`src/rtl/gpio_sel_regs_if.sv`:
```
// Wishbone classic slave bundle for the GPIO design-select register bank.
// Signal names keep the Wishbone _i/_o suffixes as seen from the slave side.
interface gpio_sel_regs_if;
  logic        wb_cyc_i;
  logic        wb_stb_i;
  logic        wb_we_i;
  logic [31:0] wb_adr_i;
  logic [31:0] wb_dat_i;
  logic [3:0]  wb_sel_i;
  logic [31:0] wb_dat_o;
  logic        wb_ack_o;

  modport master (
    output wb_cyc_i, wb_stb_i, wb_we_i, wb_adr_i, wb_dat_i, wb_sel_i,
    input  wb_dat_o, wb_ack_o
  );

  modport slave (
    input  wb_cyc_i, wb_stb_i, wb_we_i, wb_adr_i, wb_dat_i, wb_sel_i,
    output wb_dat_o, wb_ack_o
  );
endinterface

```
`src/rtl/gpio_sel_regs.sv`:
```
// Shadowed per-pin design-select registers for 38 GPIO pins, committed to the output mux as a whole.
// Optional macro GPIO_SEL_RANGE_CHECK_EN rejects nibbles >= NUM_DESIGNS and adds a sticky RANGE_ERR flag.
module gpio_sel_regs #(
  parameter logic [31:0] BASE_ADDR   = 32'h3000_0000,
  parameter int          NUM_DESIGNS = 13
) (
  input  logic           clk,
  input  logic           nrst,
  gpio_sel_regs_if.slave wb,
  output logic [31:0]    pin_0to7_sel,
  output logic [31:0]    pin_8to15_sel,
  output logic [31:0]    pin_16to23_sel,
  output logic [31:0]    pin_24to31_sel,
  output logic [23:0]    pin_32to37_sel
);

  typedef enum logic {
    IDLE,
    ACK
  } state_t;

  state_t      state_q;
  state_t      state_d;

  logic [31:0] shadow_q [5];
  logic [31:0] active_q [5];
  logic        auto_q;
  logic        pending_q;
  logic        range_err_q;
  logic [31:0] dat_q;

  logic        req;
  logic        in_window;
  logic [2:0]  idx;
  logic        wr_sel;
  logic        wr_ctrl;
  logic        wr_status;
  logic [31:0] old_val;
  logic [31:0] merged;
  logic        range_hit;
  logic [31:0] rdata;
  logic [3:0]  nib;

  assign req       = (state_q == IDLE) && wb.wb_cyc_i && wb.wb_stb_i;
  assign in_window = (wb.wb_adr_i[31:5] == BASE_ADDR[31:5]);
  assign idx       = wb.wb_adr_i[4:2];
  assign wr_sel    = req && wb.wb_we_i && in_window && (idx < 3'd5);
  assign wr_ctrl   = req && wb.wb_we_i && in_window && (idx == 3'd5) && wb.wb_sel_i[0];
  assign wr_status = req && wb.wb_we_i && in_window && (idx == 3'd6) && wb.wb_sel_i[0];

  always_comb begin
    state_d = state_q;
    case (state_q)
      IDLE:    if (wb.wb_cyc_i && wb.wb_stb_i) state_d = ACK;
      ACK:     state_d = IDLE;
      default: state_d = IDLE;
    endcase
  end

  always_ff @(posedge clk or negedge nrst) begin
    if (!nrst) state_q <= IDLE;
    else       state_q <= state_d;
  end

  always_comb begin
    case (idx)
      3'd0:    old_val = shadow_q[0];
      3'd1:    old_val = shadow_q[1];
      3'd2:    old_val = shadow_q[2];
      3'd3:    old_val = shadow_q[3];
      3'd4:    old_val = shadow_q[4];
      default: old_val = '0;
    endcase
  end

`ifdef GPIO_SEL_RANGE_CHECK_EN
  localparam logic [4:0] NUM_DESIGNS_W = 5'(NUM_DESIGNS);

  // Out-of-range nibbles keep their old value; in-range ones in the same write still land.
  always_comb begin
    merged    = old_val;
    range_hit = 1'b0;
    nib       = '0;
    for (int n = 0; n < 8; n++) begin
      if (wb.wb_sel_i[n >> 1]) begin
        nib = wb.wb_dat_i[4*n +: 4];
        if ({1'b0, nib} >= NUM_DESIGNS_W) range_hit = 1'b1;
        else                              merged[4*n +: 4] = nib;
      end
    end
    if (idx == 3'd4) merged[31:24] = 8'h00;
  end

  always_ff @(posedge clk or negedge nrst) begin
    if (!nrst)                              range_err_q <= 1'b0;
    else if (wr_sel && range_hit)           range_err_q <= 1'b1;
    else if (wr_status && wb.wb_dat_i[1])   range_err_q <= 1'b0;
  end
`else
  always_comb begin
    merged    = old_val;
    range_hit = 1'b0;
    nib       = '0;
    for (int n = 0; n < 8; n++) begin
      if (wb.wb_sel_i[n >> 1]) begin
        nib = wb.wb_dat_i[4*n +: 4];
        merged[4*n +: 4] = nib;
      end
    end
    if (idx == 3'd4) merged[31:24] = 8'h00;
  end

  assign range_err_q = 1'b0;

  logic [31:0] unused_no_range;
  assign unused_no_range = {NUM_DESIGNS[29:0], wr_status, range_hit};
`endif

  always_comb begin
    rdata = '0;
    if (in_window) begin
      case (idx)
        3'd0:    rdata = shadow_q[0];
        3'd1:    rdata = shadow_q[1];
        3'd2:    rdata = shadow_q[2];
        3'd3:    rdata = shadow_q[3];
        3'd4:    rdata = {8'h00, shadow_q[4][23:0]};
        3'd5:    rdata = {30'd0, auto_q, 1'b0};
        3'd6:    rdata = {30'd0, range_err_q, pending_q};
        default: rdata = '0;
      endcase
    end
  end

  // All register effects happen on the IDLE->ACK edge, so a commit is visible in the ACK cycle.
  always_ff @(posedge clk or negedge nrst) begin
    if (!nrst) begin
      for (int i = 0; i < 5; i++) begin
        shadow_q[i] <= '0;
        active_q[i] <= '0;
      end
      auto_q    <= 1'b0;
      pending_q <= 1'b0;
      dat_q     <= '0;
    end else begin
      dat_q <= '0;
      if (req && !wb.wb_we_i) dat_q <= rdata;
      if (wr_sel) begin
        for (int i = 0; i < 5; i++) begin
          if (idx == 3'(i)) begin
            shadow_q[i] <= merged;
            if (auto_q) active_q[i] <= merged;
          end
        end
        if (!auto_q) pending_q <= 1'b1;
      end
      if (wr_ctrl) begin
        auto_q <= wb.wb_dat_i[1];
        if (wb.wb_dat_i[0]) begin
          for (int i = 0; i < 5; i++) active_q[i] <= shadow_q[i];
          pending_q <= 1'b0;
        end
      end
    end
  end

  assign wb.wb_ack_o    = (state_q == ACK);
  assign wb.wb_dat_o    = dat_q;
  assign pin_0to7_sel   = active_q[0];
  assign pin_8to15_sel  = active_q[1];
  assign pin_16to23_sel = active_q[2];
  assign pin_24to31_sel = active_q[3];
  assign pin_32to37_sel = active_q[4][23:0];

  logic unused_bits;
  assign unused_bits = ^{wb.wb_adr_i[1:0], active_q[4][31:24], shadow_q[4][31:24]};

endmodule
```
`src/flat_wrapper.sv`:
```
// flat-port wrapper written by rule: the top's interface ports become plain ports
module gpio_sel_regs_flat 
#(
  parameter logic [31:0] BASE_ADDR   = 32'h3000_0000,
  parameter int          NUM_DESIGNS = 13
)
  (clk, nrst, pin_0to7_sel, pin_8to15_sel, pin_16to23_sel, pin_24to31_sel, pin_32to37_sel, wb_wb_cyc_i, wb_wb_stb_i, wb_wb_we_i, wb_wb_adr_i, wb_wb_dat_i, wb_wb_sel_i, wb_wb_dat_o, wb_wb_ack_o);
  gpio_sel_regs_if wb_i ();
  input  logic clk;
  input  logic nrst;
  output logic [31:0] pin_0to7_sel;
  output logic [31:0] pin_8to15_sel;
  output logic [31:0] pin_16to23_sel;
  output logic [31:0] pin_24to31_sel;
  output logic [23:0] pin_32to37_sel;
  input wire logic [$bits(wb_i.wb_cyc_i)-1:0] wb_wb_cyc_i;
  input wire logic [$bits(wb_i.wb_stb_i)-1:0] wb_wb_stb_i;
  input wire logic [$bits(wb_i.wb_we_i)-1:0] wb_wb_we_i;
  input wire logic [$bits(wb_i.wb_adr_i)-1:0] wb_wb_adr_i;
  input wire logic [$bits(wb_i.wb_dat_i)-1:0] wb_wb_dat_i;
  input wire logic [$bits(wb_i.wb_sel_i)-1:0] wb_wb_sel_i;
  output wire logic [$bits(wb_i.wb_dat_o)-1:0] wb_wb_dat_o;
  output wire logic [$bits(wb_i.wb_ack_o)-1:0] wb_wb_ack_o;
  assign wb_i.wb_cyc_i = wb_wb_cyc_i;
  assign wb_i.wb_stb_i = wb_wb_stb_i;
  assign wb_i.wb_we_i = wb_wb_we_i;
  assign wb_i.wb_adr_i = wb_wb_adr_i;
  assign wb_i.wb_dat_i = wb_wb_dat_i;
  assign wb_i.wb_sel_i = wb_wb_sel_i;
  assign wb_wb_dat_o = wb_i.wb_dat_o;
  assign wb_wb_ack_o = wb_i.wb_ack_o;
  gpio_sel_regs #(.BASE_ADDR(BASE_ADDR), .NUM_DESIGNS(NUM_DESIGNS)) u_core (.clk(clk), .nrst(nrst), .wb(wb_i), .pin_0to7_sel(pin_0to7_sel), .pin_8to15_sel(pin_8to15_sel), .pin_16to23_sel(pin_16to23_sel), .pin_24to31_sel(pin_24to31_sel), .pin_32to37_sel(pin_32to37_sel));
endmodule
```
`config.mk`:
```
export PLATFORM = sky130hd
export DESIGN_NAME = gpio_sel_regs_flat
export DESIGN_NICKNAME = d
export VERILOG_FILES = /design/src/rtl/gpio_sel_regs_if.sv /design/src/rtl/gpio_sel_regs.sv /design/src/flat_wrapper.sv
export SDC_FILE = /design/constraint.sdc
export NUM_CORES = 1
export LEC_CHECK = 0
export CORE_ASPECT_RATIO = 0.8
export CORE_UTILIZATION = 50
export CTS_CLUSTER_DIAMETER = 40
export DETAILED_ROUTE_END_ITERATION = 6
export GPL_ROUTABILITY_DRIVEN = 1
export PLACE_DENSITY = 0.75
export SYNTH_ARGS = -nofsm -noshare
export SYNTH_HDL_FRONTEND = slang
export SYNTH_SLANG_ARGS = --single-unit
```
`constraint.sdc`:
```
create_clock -name clk -period 2.4 [get_ports clk]
set_input_delay 0.36 -clock clk [delete_from_list [all_inputs] [get_ports clk]]
set_output_delay 0.36 -clock clk [all_outputs]
set_load 0.005 [all_outputs]
```
==> impl_metrics.ini, run 1 <==
[route]
antenna_left = 0
drtPass1Iterations = 6
routed-via-count = 13647
vias_per_cell = 6.06
route.met3.wl_mm = 3.78
drt-initial-drc-count = 1202
drc_errors = 0
drt-met1-wl_mm = 22.7
postRouteWirelength_mm = 50.4
routed-wl-met2_mm = 22.6
wire_per_inst_um = 22.4
top_layer_used = met4

[worst_setup_path]
critPathKind = in -> reg
crit_path_start_kind = input port
path_max_fanout = 9
cp-end-kind = flop
timing.critical_path.required_ns = 2.83
crit_arrival_ns = 2.69
reg2reg_depth = 6

[clock_network]
clock-sinks = 339
cts_post_setup_buffers_inserted = 0
numCtsBuffers = 43
cts.root.buffer_cell = sky130_fd_sc_hd__clkbuf_16
clkTransAtPathRegs_ns = 0.06
tritoncts = yes
clk-insertion-delay-late_ns = 0.56
cts.htree.levels = 2
ctsLongestPathBuffers = 3

[timing]
tightestPinTransition_ns = 0.938
grt_setup_unrepaired = false
layout_worst_path_cycle_share = 0.942
finalClockSkew_ns = 0.0372
setup_viol_count_final = 0
max_clock_freq_ghz = 0.442
max_slew_margin = 0.375
report.final.slew_viol_count = 0
final_hold_viol_count = 0
fin_hold_ws_ns = 0.319
period_minus_slack_ns = 2.26
worst_slack_ns = 0.139

[floorplan]
pin_count = 258
die_y_um = 166
coreArea_um2 = 32900
die_area_um2 = 34500
start_util = 0.513
rows = 59
die_x_um = 207

[final_layout]
area_growth_pct = 31.0
n_antenna_cell = 0
nFillCells = 2451
drive_above_1_share = 0.218
fin_nets = 1862
finalCoreUtilization = 0.673
stdcell_area_um2 = 22100

[power]
share_comb_of_total_power = 0.064
switching_power_uw = 3230
netSwitchingFraction = 0.242
p_leak_uw = 0.00959
internal_power_uw = 10100
pwr-share-seq = 0.429
power.density_cell_area_nw_per_um2 = 603
peakVddDrop_uv = 466
share_clk_of_total_power = 0.508

[logic_synthesis]
ys_seq_elements = 339
synth_enable_flop_cells = 0
synth.lib_cells_used.distinct = 51
cell_count_after_synthesis = 1504
postSynth.topFlopCell = sky130_fd_sc_hd__dfrtp_1
yosys_warnings = 0
share_of_the_yosys_chip_area_belonging_to_registers = 0.503
syn_area_cell_um2 = 11.2
syn-num-nets = 1577
mapped_area_um2 = 16900
synth-async-reset-ratio = 1.00

[global_routing]
grt_start_max_net_pins = 66
grt_util_all_layers = 0.294
global_route_wire_length_before_repair_mm = 80.0
grt_pass1_vias = 13559
overflow = 0
antenna_violations_before_repair = 0

[place]
gpl.final_weighted_congestion = 0.884
dp_slack_ns = -0.432
dp_hpwl_mm = 33.5
port_buf_inserts = 255
cell_area_placed_um2 = 20600

[job]
cap_violations = 0

[worst_hold_path]
hold_path_class = in -> async

[status]
run_status = finished clean
==> cell usage in the layout, fill, tap and decap left out, drive strengths merged, types with 4 or more instances in the layout <==
master,instances
clkdlybuf4s50,251
clkinv,8
a211o,23
dfrtp,339
nand3,28
nor4,9
a2bb2oi,22
a21oi,71
mux2,184
nand2b,49
o22ai,9
inv,14
nand4,5
o21ai,130
nand2,167
nor2,50
buf,109
clkbuf,56
mux2i,153
a221oi,22
o31ai,23
bufinv,4
a22oi,33
nor3,30
o22a,8
==> power groups by stage <==
| stage | clock [uW] | sequential (uW) | combinational (uW) |
|---|---|---|---|
| after global routing | 7090 | 5710 | 916 |
| after floorplan | 0 | 5820 | 358 |
| after global placement | 0 | 5820 | 817 |
| after detailed placement | 0 | 5820 | 837 |
| after CTS | 6820 | 5720 | 843 |
| final | 6770 | 5720 | 848 |
==> kinds of logic (layout without fill, tap and decap cells) <==
family / Yosys count / after routing / synth area share
buf+inv: 126 / 446 / 0.0360
compound gates: 349 / 349 / 0.130
simple gates: 352 / 352 / 0.109
mux: 338 / 338 / 0.222
flops: 339 / 339 / 0.503
==> sequential cells by signal (all words and copies together), names as in the netlist <==
name / flops
u_core.wb.wb_ack_o: 1
u_core.pin_16to23_sel: 32
u_core.pin_24to31_sel: 32
u_core.auto_q: 1
u_core.pending_q: 1
u_core.pin_0to7_sel: 32
u_core.pin_32to37_sel: 24
u_core.shadow_q: 152
u_core.pin_8to15_sel: 32
u_core.wb.wb_dat_o: 32
==> synth_stat cells, drive strengths merged, types with 2 or more instances <==
| cell type | n | area share |
|---|---|---|
| and4 | 2 | 0.0013 |
| a2bb2oi | 22 | 0.011 |
| dfrtp | 339 | 0.50 |
| nand3 | 28 | 0.0083 |
| nor3 | 30 | 0.013 |
| o22a | 8 | 0.0042 |
| o21ai | 130 | 0.039 |
| mux2 | 184 | 0.13 |
| buf | 75 | 0.025 |
| nor2 | 50 | 0.011 |
| inv | 4 | 0.00089 |
| a211o | 23 | 0.012 |
| o31ai | 23 | 0.010 |
| nor4 | 9 | 0.0094 |
| nor2b | 3 | 0.0011 |
| a22oi | 33 | 0.015 |
| nand4 | 5 | 0.0036 |
| clkbuf | 47 | 0.010 |
| nand2b | 49 | 0.018 |
| o22ai | 9 | 0.0033 |
| a31oi | 3 | 0.0011 |
| and3b | 3 | 0.0016 |
| a21oi | 71 | 0.021 |
| a221oi | 22 | 0.011 |
| mux2i | 153 | 0.091 |
| nand2 | 167 | 0.038 |
==> routing by layer <==
metal  global-route usage  up-vias
li1                     -     6025
met1                0.427     6901
met2                0.444      641
met3               0.0509       80
met4                0.104        0
met5                    0        -
==> worst max-delay path, cell delays in order <==
cell                              delay (ns)
sky130_fd_sc_hd__clkdlybuf4s50_1        0.45
sky130_fd_sc_hd__nor4_4                 0.38
sky130_fd_sc_hd__and4_4                 0.34
sky130_fd_sc_hd__nand2_4                0.09
sky130_fd_sc_hd__nor4b_4                0.44
sky130_fd_sc_hd__buf_4                  0.31
sky130_fd_sc_hd__mux2_4                 0.32
==> area by class of cell <==
class | count | area, um^2 | area share
Clock inverter | 25 | 307 | 0.0139
Inverter | 4 | 15.0 | 0.000679
Sequential cell | 339 | 8480 | 0.384
Multi-Input combinational cell | 1039 | 7820 | 0.354
Tap cell | 427 | 534 | 0.0242
Clock buffer | 55 | 1200 | 0.0544
Timing Repair Buffer | 362 | 3740 | 0.169
==> final timing paths <==
kind                                startpoint                        end  slack, ns
hold reg to reg            u_core.shadow_q[50]  u_core.pin_24to31_sel[18]       0.50
hold / removal                            nrst        u_core.shadow_q[35]       0.32
max in group asynchronous                 nrst    u_core.pin_0to7_sel[30]       1.23
setup / recovery               wb_wb_adr_i[20]        u_core.shadow_q[81]       0.14
min in group clk                wb_wb_adr_i[2]      u_core.wb.wb_dat_o[0]       0.44
setup reg to reg            u_core.wb.wb_ack_o        u_core.shadow_q[81]       0.24
==> through the flow <==
step                      std cells  total power (uW)  setup TNS (ns)
final                          2251             13300               0
after CTS                      2250             13400               0
after global routing           2251             13700               0
after global placement         2169              6640          -75.63
after detailed placement       2169              6660          -93.77
after floorplan                1504              6180               0
==> what timing repair did <==
action / in CTS / in global routing
resized for setup: 0 / 0
hold endpoints to repair: 37 / 0
hold buffers: 1 / 0
Power figures use the tool's default switching activity.
==> inputs of run 2 (changes only) <==
--- a/config.mk
+++ b/config.mk
@@ -9,7 +9,7 @@
 export CORE_UTILIZATION = 50
 export CTS_CLUSTER_DIAMETER = 40
 export DETAILED_ROUTE_END_ITERATION = 6
-export GPL_ROUTABILITY_DRIVEN = 1
+export GPL_ROUTABILITY_DRIVEN = 0
 export PLACE_DENSITY = 0.75
 export SYNTH_ARGS = -nofsm -noshare
 export SYNTH_HDL_FRONTEND = slang
==> results of run 2 <==
The final DEF is identical to that of run 1; final timing and power are the same.
==> inputs of run 3 (changes only) <==
--- a/config.mk
+++ b/config.mk
@@ -10,6 +10,7 @@
 export CTS_CLUSTER_DIAMETER = 40
 export DETAILED_ROUTE_END_ITERATION = 6
 export GPL_ROUTABILITY_DRIVEN = 0
+export MAX_ROUTING_LAYER = met4
 export PLACE_DENSITY = 0.75
 export SYNTH_ARGS = -nofsm -noshare
 export SYNTH_HDL_FRONTEND = slang
==> run 3 against run 2 <==
Net effect: the flow now finishes with violations (design-rule violations); combinational power about the same; via count down 0.23%; total power down 0.13%; flip-flop and latch count unchanged; wire length up 0.15%; count of clock-buffer cells in the layout unchanged; core utilization unchanged; final area unchanged; critical endpoint unchanged.
==> impl_metrics.ini, run 3 (synthesis gave the netlist of run 1 again) <==
[final_layout]
nFillCells = 2451
multi_input_comb_area_um2 = 7820
fin_nets = 1862
drive_above_1_share = 0.218
largest_reg_flops = 152
area.sequential_um2 = 8480
stdcell_area_um2 = 22100
area_growth_pct = 31.0
largest-register = u_core.shadow_q
final_common_cell = sky130_fd_sc_hd__dfrtp_1
n_antenna_cell = 0
commonest_non_fill_non_tap_cells_in_the_layout = 339 x sky130_fd_sc_hd__dfrtp_1, 251 x sky130_fd_sc_hd__clkdlybuf4s50_1, 166 x sky130_fd_sc_hd__nand2_1, 154 x sky130_fd_sc_hd__mux2_2, 153 x sky130_fd_sc_hd__mux2i_1
stdcell_count = 2251

[power]
report.power.total_uw = 13300
power.density_cell_area_nw_per_um2 = 603
p_leak_uw = 0.00959
peakVddDrop_uv = 474

[worst_setup_path]
reg2reg_from = u_core.wb.wb_ack_o
cp-end-kind = flop
critical_path.reg2reg.endpoint = u_core.shadow_q[81]
crit_arrival_ns = 2.69
timing.critical_path.to = u_core.shadow_q[81]
reg2reg_depth = 6
critPathKind = in -> reg
crit_path_start_kind = input port
startpoint = wb_wb_adr_i[20]
path_max_fanout = 9
r2r_setup_slack_ns = 0.23
timing.critical_path.required_ns = 2.83

[route]
routed-via-count = 13616
vias_per_cell = 6.05
postRouteWirelength_mm = 50.5
drc_errors = 3
drtPass1Iterations = 7
drt-initial-drc-count = 1294
wire_per_inst_um = 22.4
antenna_left = 0

[status]
run_status = complete, but fails checks
violations = design-rule violations

[timing]
max_slew_margin = 0.373
report.final.slew_viol_count = 0
final_hold_viol_count = 0
period_minus_slack_ns = 2.26
grt_setup_unrepaired = false
max_clock_freq_ghz = 0.442
setup_viol_count_final = 0
layout_worst_path_cycle_share = 0.943
finalClockSkew_ns = 0.0390
tightestPinTransition_ns = 0.940

[floorplan]
die_x_um = 207
coreArea_um2 = 32900
pin_count = 258
rows = 59
start_util = 0.513
die_y_um = 166
die_area_um2 = 34500

[clock_network]
clk-insertion-delay-late_ns = 0.57
clock-sinks = 339
ctsLongestPathBuffers = 3
clkTransAtPathRegs_ns = 0.06
numCtsBuffers = 43
cts_post_setup_buffers_inserted = 0
cts.root.buffer_cell = sky130_fd_sc_hd__clkbuf_16
tritoncts = yes
cts.htree.levels = 2

[place]
cell_area_placed_um2 = 20600
dp_hpwl_mm = 33.5
dp_cells = 2169
port_buf_inserts = 255

[global_routing]
grt_pass1_vias = 13538
grt_start_max_net_pins = 66
overflow = 0
global_route_wire_length_before_repair_mm = 80.0
antenna_violations_before_repair = 0
grt_util_all_layers = 0.304

[job]
cap_violations = 0

[worst_hold_path]
hold_path_class = in -> async
## run 3: worst max-delay path, stage by stage
cell and delay (ns):
sky130_fd_sc_hd__clkdlybuf4s50_1 0.45, sky130_fd_sc_hd__nor4_4 0.38, sky130_fd_sc_hd__and4_4 0.34, sky130_fd_sc_hd__nand2_4 0.09, sky130_fd_sc_hd__nor4b_4 0.43, sky130_fd_sc_hd__buf_4 0.32, sky130_fd_sc_hd__mux2_4 0.32
## run 3: power breakdown
group	switching (uW)	internal [uW]	total [uW]
combinational	522	325	847
clock	2690	4060	6750
sequential	0.319	5720	5720
total	3210	10100	13300
## run 3: how the worst min path moves through the flow
stage / depth (start not counted) / slack, ns / startpoint / endpoint
detailed placement: 1 / 0.30 / nrst / u_core.wb.wb_ack_o
floorplan: 0 / 0.06 / nrst / u_core.auto_q
global placement: 1 / 0.30 / nrst / u_core.wb.wb_ack_o
CTS: 2 / 0.32 / nrst / u_core.shadow_q[35]
finish: 2 / 0.31 / nrst / u_core.pin_0to7_sel[4]
global route: 2 / 0.34 / nrst / u_core.shadow_q[35]
## run 3: layout make-up
cell class / count / share of cell area
sequential: 339 / 0.384
multi-input combinational: 1039 / 0.354
timing repair buffer: 362 / 0.169
clock buffer: 55 / 0.0544
tap: 427 / 0.0242
clock inverter: 25 / 0.0139
inverter: 4 / 0.000679
## run 3: per-stage QoR
step                      hold slack [ns]  TNS, ns  worst slack, ns   util
after global routing                0.344        0           0.0723  0.673
after floorplan                    0.0644        0            0.265      -
after CTS                           0.324        0            0.134  0.673
after global placement              0.298   -75.63           -0.345  0.626
final                               0.315        0            0.138  0.673
after detailed placement            0.300   -93.77           -0.432  0.626
## run 3: repair_timing
| action | 4_1_cts | 5_1_grt |
|---|---|---|
| gates resized for setup | 0 | 0 |
| endpoints found under the hold margin | 37 | 0 |
| hold buffers | 1 | 0 |
## run 3: metal layers
metal  track usage  part of all wire  up-vias
li1              -                 -     6027
met1         0.429              0.44     6839
met2         0.444              0.44      654
met3        0.0497             0.081       96
met4         0.103             0.029        0
met5             -                 0        -
